File: src/rtl/nibble_run_counter_if.sv
// Control and status bundle for nibble_run_counter: run control inputs plus
// the registered count/status outputs.
interface nibble_run_counter_if #(
  parameter int WIDTH = 16
);
  logic             start;
  logic             stop;
  logic             wrap;
  logic [WIDTH-1:0] limit;
  logic [WIDTH-1:0] count;
  logic             busy;
  logic             done;
  logic             carry_out;

  modport master (
    output start, stop, wrap, limit,
    input  count, busy, done, carry_out
  );

  modport slave (
    input  start, stop, wrap, limit,
    output count, busy, done, carry_out
  );
endinterface

File: src/rtl/nibble_run_counter.sv
// Loop/transfer-length counter built from chained 4-bit incrementer stages,
// run from 0 to a sampled limit under a start/stop FSM with a done pulse.

module add_by_one_carry (
  input  logic [3:0] in1,
  input  logic       cin,
  output logic [3:0] sum,
  output logic       cout
);
  assign {cout, sum} = {1'b0, in1} + {4'b0000, cin};
endmodule

module nibble_run_counter #(
  parameter int WIDTH = 16
) (
  input  logic                    clk,
  input  logic                    rst_n,
  nibble_run_counter_if.slave     bus
);
  localparam int NIBBLES = WIDTH / 4;

  generate
    if ((WIDTH % 4) != 0 || WIDTH < 4) begin : g_bad_width
      $error("nibble_run_counter: WIDTH must be a positive multiple of 4");
    end
  endgenerate

  typedef enum logic [1:0] {
    ST_IDLE = 2'd0,
    ST_RUN  = 2'd1,
    ST_DONE = 2'd2
  } state_t;

  state_t           state;
  logic [WIDTH-1:0] count_q;
  logic [WIDTH-1:0] limit_q;
  logic             busy_q;
  logic             done_q;

  logic [NIBBLES:0] carry;
  logic [WIDTH-1:0] count_inc;

  // Incrementer runs every cycle; the FSM decides whether its result is taken.
  assign carry[0] = 1'b1;

  generate
    for (genvar k = 0; k < NIBBLES; k++) begin : g_nibble
      add_by_one_carry u_inc (
        .in1  (count_q[4*k +: 4]),
        .cin  (carry[k]),
        .sum  (count_inc[4*k +: 4]),
        .cout (carry[k+1])
      );
    end
  endgenerate

  // Stop outranks the terminal compare so an abort never produces a done pulse.
  always_ff @(posedge clk or negedge rst_n) begin
    if (!rst_n) begin
      state   <= ST_IDLE;
      count_q <= '0;
      limit_q <= '0;
      busy_q  <= 1'b0;
      done_q  <= 1'b0;
    end else begin
      done_q <= 1'b0;
      case (state)
        ST_IDLE, ST_DONE: begin
          if (bus.start) begin
            limit_q <= bus.limit;
            count_q <= '0;
            state   <= ST_RUN;
            busy_q  <= 1'b1;
          end else if (state == ST_DONE && bus.stop) begin
            state <= ST_IDLE;
          end
        end
        ST_RUN: begin
          if (bus.stop) begin
            state  <= ST_IDLE;
            busy_q <= 1'b0;
          end else if (count_q == limit_q) begin
            done_q <= 1'b1;
            if (bus.wrap) begin
              count_q <= '0;
            end else begin
              state  <= ST_DONE;
              busy_q <= 1'b0;
            end
          end else begin
            count_q <= count_inc;
          end
        end
        default: begin
          state  <= ST_IDLE;
          busy_q <= 1'b0;
        end
      endcase
    end
  end

  assign bus.count     = count_q;
  assign bus.busy      = busy_q;
  assign bus.done      = done_q;
  assign bus.carry_out = carry[NIBBLES];

endmodule

File: src/flat_wrapper.sv
// flat-port wrapper written by rule: the top's interface ports become plain ports
module nibble_run_counter_flat 
#(
  parameter int WIDTH = 16
)
  (clk, rst_n, bus_start, bus_stop, bus_wrap, bus_limit, bus_count, bus_busy, bus_done, bus_carry_out);
  nibble_run_counter_if #(.WIDTH(WIDTH)) bus_i ();
  input  logic clk;
  input  logic rst_n;
  input wire logic [$bits(bus_i.start)-1:0] bus_start;
  input wire logic [$bits(bus_i.stop)-1:0] bus_stop;
  input wire logic [$bits(bus_i.wrap)-1:0] bus_wrap;
  input wire logic [$bits(bus_i.limit)-1:0] bus_limit;
  output wire logic [$bits(bus_i.count)-1:0] bus_count;
  output wire logic [$bits(bus_i.busy)-1:0] bus_busy;
  output wire logic [$bits(bus_i.done)-1:0] bus_done;
  output wire logic [$bits(bus_i.carry_out)-1:0] bus_carry_out;
  assign bus_i.start = bus_start;
  assign bus_i.stop = bus_stop;
  assign bus_i.wrap = bus_wrap;
  assign bus_i.limit = bus_limit;
  assign bus_count = bus_i.count;
  assign bus_busy = bus_i.busy;
  assign bus_done = bus_i.done;
  assign bus_carry_out = bus_i.carry_out;
  nibble_run_counter #(.WIDTH(WIDTH)) u_core (.clk(clk), .rst_n(rst_n), .bus(bus_i));
endmodule
File: config.mk
export PLATFORM = sky130hd
export DESIGN_NAME = nibble_run_counter_flat
export DESIGN_NICKNAME = d
export VERILOG_FILES = /design/src/rtl/nibble_run_counter_if.sv /design/src/rtl/nibble_run_counter.sv /design/src/flat_wrapper.sv
export SDC_FILE = /design/constraint.sdc
export NUM_CORES = 1
export LEC_CHECK = 0
export CORE_MARGIN = 2
export CORE_UTILIZATION = 50
export DETAILED_ROUTE_END_ITERATION = 16
export PLACE_DENSITY_LB_ADDON = 0.08
export SYNTH_ARGS = -nofsm -noshare
export SYNTH_HDL_FRONTEND = slang
export SYNTH_SLANG_ARGS = --single-unit
File: constraint.sdc
create_clock -name clk -period 4.3 [get_ports clk]
set_input_delay 0.86 -clock clk [delete_from_list [all_inputs] [get_ports clk]]
set_output_delay 0.86 -clock clk [all_outputs]
set_load 0.05 [all_outputs]
==> results by group <==
Worst setup path
  – Reg-to-reg slack, setup: 1.50 ns
  – Crit Path Max Fanout: 5
  – WS Path Type: reg -> out
  – Slowest-stage cell, CP: dfrtp_1
  – CP Cell Sequence: ha_1, and3_1, ha_1, ha_1, and3_1, ha_1, ha_1, and3_1, ha_1, ha_1, and3_1, clkbuf_2
  – Max stage delay on crit path: 0.45 ns
  – Reg2reg start: u_core.bus.count[0]
  – Crit path to: bus_carry_out
  – R2r endpoint: u_core.bus.count[14]
  – Critical path's top delay family: adder cells
  – Critical Path Start Type: flip-flop
  – Worst r2r path cells: 12
  – Setup crit end kind: output pin
  – Stages on the worst setup path: 12
  – Critical Path Source: u_core.bus.count[0]
  – CP arrival: 3.16 ns
  – WP data required: 3.44 ns
  – CP bufs+invs: 1
  – Cell mode on critical path: ha_1

Global route
  – GR Overflow Total: 0
  – Number of antenna violations at the first check in global routing: 0
  – Total global-route track usage: 20.3%
  – First-pass GRT wire length: 6220 um
  – Pin count of the biggest net entering global routing: 37
  – Vias in the first global route: 1,304

Synthesis
  – Synth top area cells: dfrtp_1 (51%), mux2_2 (12%), xor2_1 (7.9%), ha_1 (4.9%), o2bb2ai_1 (3.9%)
  – Area fraction of the dominant cell type after synthesis: 50.6%
  – Synth Warn #: 0
  – Post-synthesis cell area: 1780 um^2
  – Net Count, Synth: 171
  – #FFs+latches synth: 36
  – Mapped Cells: roughly 140
  – Largest area contributor in the netlist: dfrtp_1
  – Netlist cell types: 28
  – Seq/Total Area, Yosys: 50.6%
  – Avg Cell Area, Syn: around 12 um^2

Power and ir drop
  – Seq pwr share: 45.8%
  – Clock share of power: a little under a fifth
  – Power Dens Cells: 457 nW/um^2
  – Gate power share: 35.6%
  – Leakage: between 1 and 1.5 nW
  – Maximum vdd drop: around 0.32 mV
  – Power Total: 1.04 mW
  – Internal Pwr Total: 638 uW
  – Switch share: 38.7%
  – Sw power: ~400 uW

Routing
  – Vias per cell: between 5 and 6
  – Detail Route Antenna Nets: 0
  – DR vias: roughly 1,300
  – WL final: around 3700 um
  – DRT Pass-1 Iters: 5
  – DR WL/cell: 15.6 um
  – Drt drc: 0
  – DRT iter0 DRCs: 52

STA
  – Final WS setup: 0.279 ns
  – Peak Freq: 249 MHz
  – Final cycle utilization of the critical path: 93.5%
  – Max Transition Viols Final: 0
  – Setup-failing EPs final: 0
  – Rel. slew slack: 46.4%
  – Worst Max-Slew Pin Slew: 0.802 ns
  – Hold Violations, Final: 0
  – Clk_skew: about 0.018 ns
  – Total negative slack: 0 ns
  – Hold WS: about 0.53 ns
  – Unrepaired setup endpoints after global routing: no
  – Minimum clock period: between 4 and 5 ns

Clock tree
  – CTS clk-pin slew, worst paths: 0.11 ns
  – CTS Hold Buffers Added: 0
  – Total CTS buffers: 5
  – Root Driver: clkbuf_4
  – CTS tree: done
  – CTS H-tree depth: 2
  – Max clock buf depth: 2
  – Worst-Skew Late Latency: roughly 0.35 ns
  – CTS sink count: 36

Final layout
  – Register area: 901 um^2
  – Layout area overhead: 27.9%
  – Layout cells sized above 1: 18.6%
  – Number of diodes: 0
  – Multi-input gate area: 850 um^2
  – Nets: 215
  – Final-layout fill cell count: roughly 260
  – Final cell count without fillers: 234

Floorplan
  – Initial core utilization: 52.5%
  – # IOs: 40
  – Die Ht: 63.7 um
  – Die footprint: a little over 4000 um^2
  – Row cnt: 21
  – Die Span X: ~64 um
  – Core ar.: ~3400 um^2

Place
  – DP HPWL: 2670 um
  – IO Port Bufs: 39
  – Placed cell count: 226
  – Placer congestion estimate: 0.810
  – DP Worst Slack: ~0.18 ns

Run status
  – Run status: complete, no violations

Hold path
  – Worst Hold Launch: u_core.state[0]
  – Worst Hold Class: reg -> reg

Run
  – MaxCap Viol Count: 0
## layer usage
layer	wire length (um)	GRT usage [%]
met5	0	0
met4	63	7.34
met2	1780	32.9
met1	1590	25.8
met3	229	6.07
## flip-flops by register name (all words and copies together) (netlist names)
signal            flops
u_core.bus.busy       1
u_core.bus.done       1
u_core.limit_q       16
u_core.bus.count     16
u_core.state          2
## cell families (layout without fill, tap and decap cells)
logic type,count (synthesis),in the layout,share of synthesized area (%)
adders and majority gates,7,7,4.92
xor gates and xnor gates,16,16,7.87
and+or+nand+nor,32,32,10.4
AOI/OAI and AO/OA,25,25,11.4
DFF,36,36,50.6
muxes,21,21,13.1
buffers and inverters,6,51,1.69
## worst register-to-register path, stage by stage, from the launching register on
cell,delay [ns]
dfrtp_1,0.45
ha_1,0.26
and3_1,0.20
ha_1,0.19
ha_1,0.20
and3_1,0.19
ha_1,0.20
ha_1,0.21
and3_1,0.15
ha_1,0.19
ha_1,0.21
mux2i_1,0.17
o2bb2ai_1,0.08
## Yosys cell counts
library cell	n
nor3_1	5
nand3_1	4
o21ai_1	1
nor2b_1	2
o2bb2ai_1	8
nor2_1	5
mux2i_1	2
o31ai_4	1
buf_6	1
ha_1	7
a21oi_1	6
inv_1	1
or3_1	1
and3_1	5
buf_1	1
xor2_1	16
o211ai_1	1
dfrtp_1	36
clkbuf_1	2
mux2_2	19
a22o_1	7
nor4_2	2
a21o_1	1
inv_2	1
nand4_2	1
nor4_1	2
nand2b_1	1
nand2_1	4
## placed cells by master, fill, tap and decap left out, drive strengths merged
| master | netlist | routed |
|---|---|---|
| a22o | 7 | 7 |
| nand3 | 4 | 4 |
| ha | 7 | 7 |
| o211ai | 1 | 1 |
| nor3 | 5 | 5 |
| buf | 2 | 2 |
| mux2 | 19 | 19 |
| xor2 | 16 | 16 |
| nor2 | 5 | 5 |
| a21o | 1 | 1 |
| nor2b | 2 | 2 |
| clkinv | 0 | 2 |
| clkdlybuf4s50 | 0 | 38 |
| nand2b | 1 | 1 |
| mux2i | 2 | 2 |
| and3 | 5 | 5 |
| dfrtp | 36 | 36 |
| inv | 2 | 2 |
| nor4 | 4 | 4 |
| o31ai | 1 | 1 |
| clkbuf | 2 | 7 |
| nand4 | 1 | 1 |
| a21oi | 6 | 6 |
| o2bb2ai | 8 | 8 |
| o21ai | 1 | 1 |
| or3 | 1 | 1 |
| nand2 | 4 | 4 |
## power by group through the flow
stage          logic (mW)  clock network [mW]  registers (mW)
2_1_floorplan       0.155                   0           0.567
3_3_place_gp        0.368                   0           0.477
3_5_place_dp        0.372                   0           0.483
4_1_cts             0.374               0.199           0.477
5_1_grt             0.398               0.215           0.488
6_report            0.371               0.194           0.476
## layout make-up
type,instances,area share (%)
Clock buffer,6,2.25
Inverter,2,0.330
Clock inverter,2,0.440
Sequential cell,36,39.6
Multi-Input combinational cell,101,37.3
Timing Repair Buffer,41,17.6
Tap cell,46,2.53
## how the worst min path moves through the flow
stage,slack (ns),end,cells after the start
after global routing,0.57,u_core.bus.busy,1
after detailed placement,0.51,u_core.bus.busy,1
final,0.53,u_core.bus.busy,1
after global placement,0.50,u_core.bus.busy,1
after floorplan,0.48,u_core.bus.busy,1
after CTS,0.53,u_core.bus.busy,1
## timing repair
item                       in CTS  in global routing
hold endpoints to repair        0                  0
pin swaps                       0                  0
resized for setup               1                  2
setup endpoints to repair       1                  1
buffers inserted                0                  0
## per-stage QoR
step                      utilization (%)  cell area (um^2)
after floorplan                         -              1780
after global placement               65.5              2220
after detailed placement             65.5              2220
after CTS                            67.3              2280
after global routing                 67.2              2280
final                                67.2              2280
Power figures use the tool's default switching activity.
